<file path="src/rtl/i2s_pkg.sv">
// Shared I2S framing constants and word-select decode.
package i2s_pkg;

  localparam int unsigned SLOT_BITS  = 32;
  localparam int unsigned FRAME_BITS = 64;
  localparam int unsigned CNT_W      = 6;

  localparam logic LEFT  = 1'b0;
  localparam logic RIGHT = 1'b1;

  // ws switches one bit before the slot MSB, so the right half spans c = 31..62.
  function automatic logic ws_for(logic [CNT_W-1:0] c);
    return (c >= CNT_W'(31) && c <= CNT_W'(62)) ? RIGHT : LEFT;
  endfunction

endpackage

</file>
<file path="src/rtl/i2s_transmit_if.sv">
// Upstream sample-pair handshake between a producer and the I2S transmitter.
interface i2s_transmit_if #(
  parameter int unsigned SAMPLE_W = 32
);

  logic [SAMPLE_W-1:0] data_left;
  logic [SAMPLE_W-1:0] data_right;
  logic                valid;
  logic                ready;

  modport master (output data_left, output data_right, output valid, input ready);
  modport slave  (input data_left, input data_right, input valid, output ready);

endinterface

</file>
<file path="src/rtl/i2s_tx_hold.sv">
// Single-entry holding register for the I2S transmitter; owns the valid/ready handshake.
module i2s_tx_hold #(
  parameter int unsigned SAMPLE_W = 32
) (
  input  logic                sck,
  input  logic                rst,
  i2s_transmit_if.slave       bus,
  input  logic                load,
  output logic                full,
  output logic [SAMPLE_W-1:0] hold_left,
  output logic [SAMPLE_W-1:0] hold_right
);

  logic                full_q;
  logic [SAMPLE_W-1:0] left_q;
  logic [SAMPLE_W-1:0] right_q;

  // A load only drains a full register; an empty register may still capture on the load cycle.
  always_ff @(negedge sck or negedge rst) begin
    if (!rst) begin
      full_q  <= 1'b0;
      left_q  <= '0;
      right_q <= '0;
    end else if (load && full_q) begin
      full_q <= 1'b0;
    end else if (bus.valid && !full_q) begin
      full_q  <= 1'b1;
      left_q  <= bus.data_left;
      right_q <= bus.data_right;
    end
  end

  assign bus.ready  = ~full_q;
  assign full       = full_q;
  assign hold_left  = left_q;
  assign hold_right = right_q;

endmodule

</file>
<file path="src/rtl/i2s_transmit.sv">
// I2S transmitter: 64-bit frame, state on falling sck, MSB-first left-justified slots.
// Build option I2S_TRANSMIT_REPEAT_EN: underrun frames resend the last pair instead of zeros.
module i2s_transmit
  import i2s_pkg::*;
#(
  parameter int unsigned SAMPLE_W = 32
) (
  input  logic          sck,
  input  logic          rst,
  i2s_transmit_if.slave bus,
  output logic          ws,
  output logic          sd,
  output logic          underrun
);

  logic [CNT_W-1:0]      c_q;
  logic                  ws_q;
  logic [FRAME_BITS-1:0] frame_q;
  logic [FRAME_BITS-1:0] reload;
  logic [FRAME_BITS-1:0] idle_frame;
  logic [SLOT_BITS-1:0]  left_slot;
  logic [SLOT_BITS-1:0]  right_slot;
  logic [SAMPLE_W-1:0]   hold_left;
  logic [SAMPLE_W-1:0]   hold_right;
  logic                  full;
  logic                  frame_end;

  assign frame_end = (c_q == CNT_W'(FRAME_BITS - 1));

  i2s_tx_hold #(
    .SAMPLE_W (SAMPLE_W)
  ) u_hold (
    .sck        (sck),
    .rst        (rst),
    .bus        (bus),
    .load       (frame_end),
    .full       (full),
    .hold_left  (hold_left),
    .hold_right (hold_right)
  );

`ifdef I2S_TRANSMIT_REPEAT_EN
  logic [FRAME_BITS-1:0] last_q;

  always_ff @(negedge sck or negedge rst) begin
    if (!rst) begin
      last_q <= '0;
    end else if (frame_end && full) begin
      last_q <= {left_slot, right_slot};
    end
  end

  assign idle_frame = last_q;
`else
  assign idle_frame = '0;
`endif

  always_comb begin
    left_slot  = SLOT_BITS'(hold_left) << (SLOT_BITS - SAMPLE_W);
    right_slot = SLOT_BITS'(hold_right) << (SLOT_BITS - SAMPLE_W);
    reload     = full ? {left_slot, right_slot} : idle_frame;
  end

  // frame_q[63] is the bit on the wire; the whole frame shifts out MSB first.
  always_ff @(negedge sck or negedge rst) begin
    if (!rst) begin
      c_q     <= '0;
      ws_q    <= LEFT;
      frame_q <= '0;
    end else begin
      c_q     <= c_q + CNT_W'(1);
      ws_q    <= ws_for(c_q + CNT_W'(1));
      frame_q <= frame_end ? reload : (frame_q << 1);
    end
  end

  assign ws       = ws_q;
  assign sd       = frame_q[FRAME_BITS-1];
  assign underrun = frame_end & ~full;

endmodule

</file>
<file path="src/flat_wrapper.sv">
// flat-port wrapper written by rule: the top's interface ports become plain ports
module i2s_transmit_flat import i2s_pkg::*;
#(
  parameter int unsigned SAMPLE_W = 32
)
  (sck, rst, ws, sd, underrun, bus_data_left, bus_data_right, bus_valid, bus_ready);
  i2s_transmit_if #(.SAMPLE_W(SAMPLE_W)) bus_i ();
  input  logic sck;
  input  logic rst;
  output logic ws;
  output logic sd;
  output logic underrun;
  input wire logic [$bits(bus_i.data_left)-1:0] bus_data_left;
  input wire logic [$bits(bus_i.data_right)-1:0] bus_data_right;
  input wire logic [$bits(bus_i.valid)-1:0] bus_valid;
  output wire logic [$bits(bus_i.ready)-1:0] bus_ready;
  assign bus_i.data_left = bus_data_left;
  assign bus_i.data_right = bus_data_right;
  assign bus_i.valid = bus_valid;
  assign bus_ready = bus_i.ready;
  i2s_transmit #(.SAMPLE_W(SAMPLE_W)) u_core (.sck(sck), .rst(rst), .bus(bus_i), .ws(ws), .sd(sd), .underrun(underrun));
endmodule
</file>
<file path="config.mk">
export PLATFORM = sky130hd
export DESIGN_NAME = i2s_transmit_flat
export DESIGN_NICKNAME = d
export VERILOG_FILES = /design/src/rtl/i2s_pkg.sv /design/src/rtl/i2s_transmit_if.sv /design/src/rtl/i2s_tx_hold.sv /design/src/rtl/i2s_transmit.sv /design/src/flat_wrapper.sv
export SDC_FILE = /design/constraint.sdc
export NUM_CORES = 1
export LEC_CHECK = 0
export ABC_AREA = 1
export CAP_MARGIN = 20
export CELL_PAD_IN_SITES_DETAIL_PLACEMENT = 1
export CELL_PAD_IN_SITES_GLOBAL_PLACEMENT = 2
export CORE_MARGIN = 2
export CORE_UTILIZATION = 34
export DETAILED_ROUTE_END_ITERATION = 8
export PLACE_DENSITY_LB_ADDON = 0.1
export SKIP_LAST_GASP = 1
export SYNTH_ARGS = -nofsm -noshare
export SYNTH_HDL_FRONTEND = slang
export SYNTH_SLANG_ARGS = --single-unit
</file>
<file path="constraint.sdc">
create_clock -name sck -period 1.55 [get_ports sck]
set_input_delay 0.465 -clock sck [delete_from_list [all_inputs] [get_ports sck]]
set_output_delay 0.465 -clock sck [all_outputs]
set_load 0.01 [all_outputs]
</file>
# == Word level (Yosys, flattened, before mapping) ==
# Index checks and enable logic that the tools add are counted.
# classes
addsub,1
n_lt_le_gt_ge,2
n_eq_ne,1
n_mux,5
bitwise,3
reduce_logical,6
# ops
operator,count
2-to-1 mux 64 bit,2
"adder 6 x 1 -> 6 bit, second input constant",1
"== test 6 bit, second input constant",1
">= comparator 6 x 5 -> 1 bit, second input constant",1
"<= comparator 6 bit, second input constant",1
logical AND 1 bit,3
2-to-1 mux 1 bit,3
inverter 1 bit,2
AND reduction 2 bit,1
nonzero test 2 bit,1
AND 1 bit,1
zero test 1 bit,1
# word_totals
reg_bits,136
output_inout_bits,4

# == Depth between registers and ports, before layout ==
# Gate-level depths: netlist (run 1).
# depth
depth_word,4
depth_mapped,9
mapped_depth_nobuf,9

# == Hierarchy ==
# A second synthesis (run 1) with hierarchy kept.
# unflattened
hier_cells,607
area_unflattened_um2,5765.5
# modules_own_cells
module,n_inst,cells_per_inst,area_per_inst_um2,seq_area_each_um2
i2s_transmit,1,326,2967.8,1776.7
i2s_tx_hold,1,281,2797.7,1626.6

==> results_dict.tcl, run 1 <==
set metrics [dict create \
    power_density_nw_per_um2 1076 \
    drt_pass1_iterations 4 \
    synth_area_leaders "dfrtn_1 (60%), mux2_4 (13%), nand2_1 (9.3%), nand3_1 (5.8%), buf_6 (3.0%)" \
    multi_input_area_um2 1993 \
    critPathLaunchType "flip-flop" \
    max-cap-violations 0 \
    clk_path_buf_depth 2 \
    place_hpwl_um 7392 \
    numCtsBuffers 17 \
    synth_top_family_by_area "simple AND/OR/NAND/NOR gates" \
    ys_warn_count 0 \
    final_max_slew_viol_count 0 \
    synthMuxAreaShare 0.1584 \
    critPathBufInv 2 \
    arrival_ps 2220 \
    syn_nets 536 \
    slew_headroom 0.5072 \
    synth-simple-area-share 0.1625 \
    antenna_found_initial 0 \
    synth_area_per_cell_um2 12.26 \
    clkSinkCount 136 \
    setup_slack_ps -1136 \
    cp_top_family "flip-flops" \
    worstSetupPathType "reg -> out" \
    rsz0062_at_grt "true" \
    pin_count 71 \
    p_leak_uw 0.004066 \
    peakVddDrop_uv 733.0 \
    grt_util_all_layers 0.1615 \
    grt_pass1_vias 4236 \
    port_buffers 70 \
    timing.hold.ws_ps 389.3 \
    insertion_delay_ps 400 \
    grt_overflow 0 \
    synth_adder_area_share 0.006572 \
    wire_per_inst_um 16.36 \
    ys_ff_latch 136 \
    worstMarginPinSlew_ps 739.1 \
    rows 47 \
    synthXorXnorAreaFrac 0 \
    dieHeight_um 133.6 \
    syn-instance-count 466 \
    cts_hold_buf 0 \
    critPathMaxFanout 2 \
    drt_iter0_drc 111 \
    synth_edf_count 0 \
    fin_nets 638 \
    outcome "complete, but fails checks" \
    ys.flop_type "dfrtn_1" \
    violations "negative setup slack" \
    crit_top_cell "nor2_4" \
    start_util 0.3457 \
    yosysUniqueCellTypes 21 \
    synth-compound-area-share 0.002191 \
    async_flop_share 1.000 \
    hold_viol_final 0 \
    area_delta_synth_final_pct 32.77 \
    cp-end-kind "output port" \
    die_w_um 133.6 \
    syn-cell-area_um2 5712 \
    diodes 0 \
    yosysSeqAreaShare 0.5958 \
    htreeDepth 4 \
    die_area_um2 17850 \
    core_um2 16520 \
    vias 3639 \
    filler_cell_count 1751 \
    final-seq-area_um2 3403 \
    cp_cell_sequence "ha_4 > nand3_4 > nor2_4 > inv_2 > nor2_4 > buf_6" \
    synth_largest_area_cell "dfrtn_1" \
    post-route-drc-count 0 \
    cp_slowest_cell "dfrtn_1" \
    placedCellCount 752 \
    worst_clock_skew_ps 11.00 \
    worstPathRequired_ps 1080 \
    grt_max_degree 65 \
    drtAntennaViolNets 0 \
    grt_pass1_wl_um 22110 \
    cts-root-buf "clkbuf_16" \
    vias_per_cell 4.543 \
    synth_most_common_cell "nand2_1" \
    finalWirelength_um 13110 \
    path_clk_slew_ps 50 \
    cts_tree "yes" \
    drive_gt1_frac 0.2651 \
    setup_viol 134 \
    critPathMaxStageDelay_ps 460 \
    synth_top_area_frac 0.5958 \
    fin_cells 801 \
    min_path_type "reg -> reg" \
    synthTopCellsByCount "nand2_1 (141), dfrtn_1 (136), nand3_1 (66)" \
    gp_congestion 0.6969 \
]
-- area by class of cell --
class,instances,area share
multi-input cells,288,0.2628
inverters,14,0.006930
clock inverters,13,0.02326
flip-flops and latches,136,0.4488
repair buffers,111,0.1622
well taps,220,0.03630
clock buffers,19,0.05973
-- cell families (layout without fill, tap and decap cells) --
kind of cell / count (synthesis) / after routing
AO/OA/AOI/OAI: 2 / 2
adder cells (fa/ha/maj): 3 / 3
buffers and inverters: 42 / 157
flip-flops: 136 / 136
multiplexers: 64 / 64
AND/OR/NAND/NOR: 219 / 219
-- worst min-delay path: stages, from the launching register on --
cell and delay (ps):
dfrtn_1 380, nand2_1 50, nand2_1 60
-- stage by stage --
step	cell area (um^2)	worst slack, ps	total power, uW	TNS [ps]	utilization
after floorplan	5819	-882.4	3636	-30900	-
after detailed placement	6664	-1190	3922	-77020	0.4033
after CTS	7669	-1200	8295	-26460	0.4641
after global placement	6664	-1179	3919	-75440	0.4033
final	7584	-1136	8159	-21040	0.4589
after global routing	7584	-1215	8478	-30800	0.4589
-- cells in the final DEF, fill, tap and decap left out, types with 9 or more instances in the layout --
| cell type | synthesis | routed |
|---|---|---|
| buf_4 | 0 | 17 |
| clkdlybuf4s50_1 | 0 | 54 |
| dfrtn_1 | 136 | 136 |
| inv_1 | 12 | 11 |
| buf_6 | 15 | 9 |
| dlygate4sd2_1 | 0 | 10 |
| mux2_4 | 49 | 64 |
| nand2_1 | 141 | 141 |
| nand3_1 | 66 | 66 |
| clkbuf_16 | 0 | 17 |
-- registers in the layout, summed over array words and instances (netlist names) --
register	cells
u_core.u_hold.hold_right	32
u_core.u_hold.full	1
u_core.u_hold.hold_left	32
u_core.ws	1
u_core.frame_q	64
u_core.c_q	6
-- worst paths after layout --
kind,from,end,slack (ps),depth (start not counted)
max reg2reg,u_core.c_q[1]$_DFF_NN0_,u_core.u_hold.full$_DFFE_NN0P_,-150,5
min in group asynchronous,rst,u_core.frame_q[20]$_DFF_NN0_,560,1
max in group asynchronous,rst,u_core.u_hold.hold_left[18]$_DFFE_NN0P_,540,2
min reg2reg,u_core.frame_q[15]$_DFF_NN0_,u_core.frame_q[16]$_DFF_NN0_,390,2
min,u_core.frame_q[15]$_DFF_NN0_,u_core.frame_q[16]$_DFF_NN0_,390,2
max,u_core.c_q[1]$_DFF_NN0_,underrun,-1140,6
-- report_power, final --
part / total [uW] / switching, uW / internal (uW)
combinational: 274 / 108 / 166
sequential: 3570 / 0 / 3570
clock: 4310 / 1550 / 2760
total: 8160 / 1660 / 6500
-- repair_timing --
item / in CTS / in global routing
pin swaps: 4 / 5
cloned: 8 / 0
resized for setup: 56 / 17
setup buffers: 15 / 7
setup endpoints to repair: 134 / 134
-- layer usage --
metal	global-route usage	vias to the layer above	routed length (um)
li1	-	1722	-
met1	0.2108	1852	6291
met2	0.2557	55	6184
met3	0.05137	10	479
met4	0.05319	0	150
met5	0	-	0
No activity file was read; power rests on OpenSTA's default activity.
==> run 2: changes to the inputs <==
--- a/config.mk
+++ b/config.mk
@@ -6,6 +6,7 @@
 export NUM_CORES = 1
 export LEC_CHECK = 0
 export ABC_AREA = 1
+export ABC_CLOCK_PERIOD_IN_PS = 1550
 export CAP_MARGIN = 20
 export CELL_PAD_IN_SITES_DETAIL_PLACEMENT = 1
 export CELL_PAD_IN_SITES_GLOBAL_PLACEMENT = 2
==> results of run 2 <==
Same layout as run 1: the final DEF is identical, and so are final timing and power.
==> run 3: changes to the inputs <==
--- a/config.mk
+++ b/config.mk
@@ -6,7 +6,7 @@
 export NUM_CORES = 1
 export LEC_CHECK = 0
 export ABC_AREA = 1
-export ABC_CLOCK_PERIOD_IN_PS = 1550
+export ABC_CLOCK_PERIOD_IN_PS = 2400
 export CAP_MARGIN = 20
 export CELL_PAD_IN_SITES_DETAIL_PLACEMENT = 1
 export CELL_PAD_IN_SITES_GLOBAL_PLACEMENT = 2
==> constraint.sdc (replaced) <==
create_clock -name sck -period 2.4 [get_ports sck]
set_input_delay 0.72 -clock sck [delete_from_list [all_inputs] [get_ports sck]]
set_output_delay 0.72 -clock sck [all_outputs]
set_load 0.01 [all_outputs]
==> results_dict.tcl, run 3 (synthesis gave the netlist of run 1 again) <==
set metrics [dict create \
    core_um2 16520 \
    finalPower_uw 5474 \
    grt_util_all_layers 0.1607 \
    reg2reg_depth 9 \
    timing.hold.ws_ps 392.9 \
    cts_hold_buf 0 \
    min_from "u_core.frame_q[26]$_DFF_NN0_" \
    reg2reg_from "u_core.c_q[1]$_DFF_NN0_" \
    outcome "complete, but fails checks" \
    critPathMaxStageDelay_ps 420 \
    post-route-drc-count 0 \
    antenna_found_initial 0 \
    power_density_nw_per_um2 718.5 \
    grt_overflow 0 \
    crit_top_cell "nor2_4" \
    die_area_um2 17850 \
    htreeDepth 4 \
    seqPwrFrac 0.421 \
    worstMarginPinSlew_ps 758.6 \
    grt_pass1_vias 4128 \
    rows 47 \
    drt_iter0_drc 170 \
    place_hpwl_um 7341 \
    worstSetupPathType "reg -> out" \
    pin_count 71 \
    setup_slack_ps -977.0 \
    cp-end-kind "output port" \
    diodes 0 \
    path_clk_slew_ps 40 \
    rsz0062_at_grt "true" \
    p_leak_uw 0.004069 \
    switching_power_uw 1058 \
    sw_frac_of_total 0.1932 \
    drt_pass1_iterations 4 \
    placedCellCount 750 \
    slew_headroom 0.4943 \
    fin_nets 633 \
    worstPathRequired_ps 1680 \
    die_w_um 133.6 \
    cts-root-buf "clkbuf_16" \
    vias_per_cell 4.599 \
    clockPowerShare 0.545 \
    start_util 0.3457 \
    hold_viol_final 0 \
    max-cap-violations 0 \
    area_delta_synth_final_pct 33.38 \
    worst_clock_skew_ps 5.234 \
    startpoint "u_core.c_q[1]$_DFF_NN0_" \
    setup_viol 53 \
    wire_per_inst_um 16.53 \
    grt_max_degree 65 \
    clk_path_buf_depth 2 \
    grt_pass1_wl_um 21950 \
    cp_cell_sequence "ha_2 > nand3_4 > nor2_4 > inv_2 > nor2_4 > buf_6" \
    peakVddDrop_uv 495.7 \
    cp_slowest_cell "dfrtn_1" \
    internal-power_uw 4416 \
    final_common_cell "nand2_1" \
    regMostFlops "u_core.frame_q" \
    insertion_delay_ps 400 \
    cts_tree "yes" \
    critPathLaunchType "flip-flop" \
    drive_gt1_frac 0.2539 \
    violations "negative setup slack" \
    p_comb_frac 0.034 \
    final_max_slew_viol_count 0 \
    gp_congestion 0.6939 \
    largest_reg_flops 64 \
    finalWirelength_um 13140 \
    dieHeight_um 133.6 \
    clkSinkCount 136 \
    drtAntennaViolNets 0 \
    holdPathStages 2 \
    critPathMaxFanout 2 \
    layout_common_cells "nand2_1 (141), dfrtn_1 (136), nand3_1 (66)" \
    port_buffers 70 \
    vias 3656 \
    fin_cells 795 \
    min_path_type "reg -> reg" \
    numCtsBuffers 17 \
    arrival_ps 2660 \
]
## run 3: cell types whose count changed in the layout (fill, tap and decap cells not counted), moves of 2 or more
cell and delta:
buf_16 +2, bufinv_16 +2, buf_6 -6, ha_4 -2, clkdlybuf4s50_1 +9, clkbuf_16 +2, dlygate4sd2_1 -9, buf_8 -7
clkinv_2 -3, buf_12 +2
## run 3: area by class of cell
class / instances / area (um^2)
fillers: 1725 / 8906
flip-flops and latches: 136 / 3403
multi-input cells: 289 / 1991
repair buffers: 105 / 1221
clock buffers: 19 / 452.9
well taps: 220 / 275.3
clock inverters: 12 / 222.7
inverters: 14 / 52.55
## run 3: per-stage QoR
| stage | worst slack, ps | cell area (um^2) | utilization | setup TNS, ps |
|---|---|---|---|---|
| after detailed placement | -1023 | 6649 | 0.4024 | -58480 |
| after floorplan | -712.4 | 5819 | - | -19310 |
| after global routing | -1063 | 7619 | 0.4610 | -6364 |
| after CTS | -1034 | 7589 | 0.4592 | -4575 |
| final | -977.0 | 7619 | 0.4610 | -5554 |
| after global placement | -1008 | 6649 | 0.4024 | -57200 |
## run 3: power by group through the flow
stage / registers (uW) / logic (uW) / clock network (uW)
detailed placement: 2350 / 187 / 0
finish: 2310 / 184 / 2980
CTS: 2310 / 190 / 3060
floorplan: 2350 / 2.67 / 0
global placement: 2350 / 187 / 0
global route: 2310 / 201 / 3150
## run 3: what timing repair did
action | CTS | global route
gates cloned | 7 | 2
pin swaps | 4 | 3
setup buffers | 6 | 2
gates resized for setup | 33 | 6
setup endpoints to repair | 69 | 46
## run 3: layer usage
| layer | vias to the layer above | global-route usage | wire length [um] |
|---|---|---|---|
| met1 | 1868 | 0.2147 | 6291 |
| met4 | 0 | 0.06560 | 196 |
| li1 | 1713 | - | - |
| met5 | - | 0 | 0 |
| met3 | 17 | 0.03995 | 432 |
| met2 | 58 | 0.2509 | 6223 |
## run 3: final timing paths
path	end	slack, ps
max in group asynchronous	u_core.u_hold.hold_left[11]$_DFFE_NN0P_	700
max	underrun	-980
min reg2reg	u_core.frame_q[27]$_DFF_NN0_	390
max reg2reg	u_core.frame_q[31]$_DFF_NN0_	540
min in group asynchronous	u_core.u_hold.hold_right[19]$_DFFE_NN0P_	1230
min	u_core.frame_q[27]$_DFF_NN0_	390
## run 3: critical path, delay by kind of cell, from the launching register on
| family | cells | cell delay, ps |
|---|---|---|
| and+or+nand+nor | 3 | 260 |
| DFF | 1 | 420 |
| adders and majority gates | 1 | 220 |
| buffers and inverters | 2 | 160 |
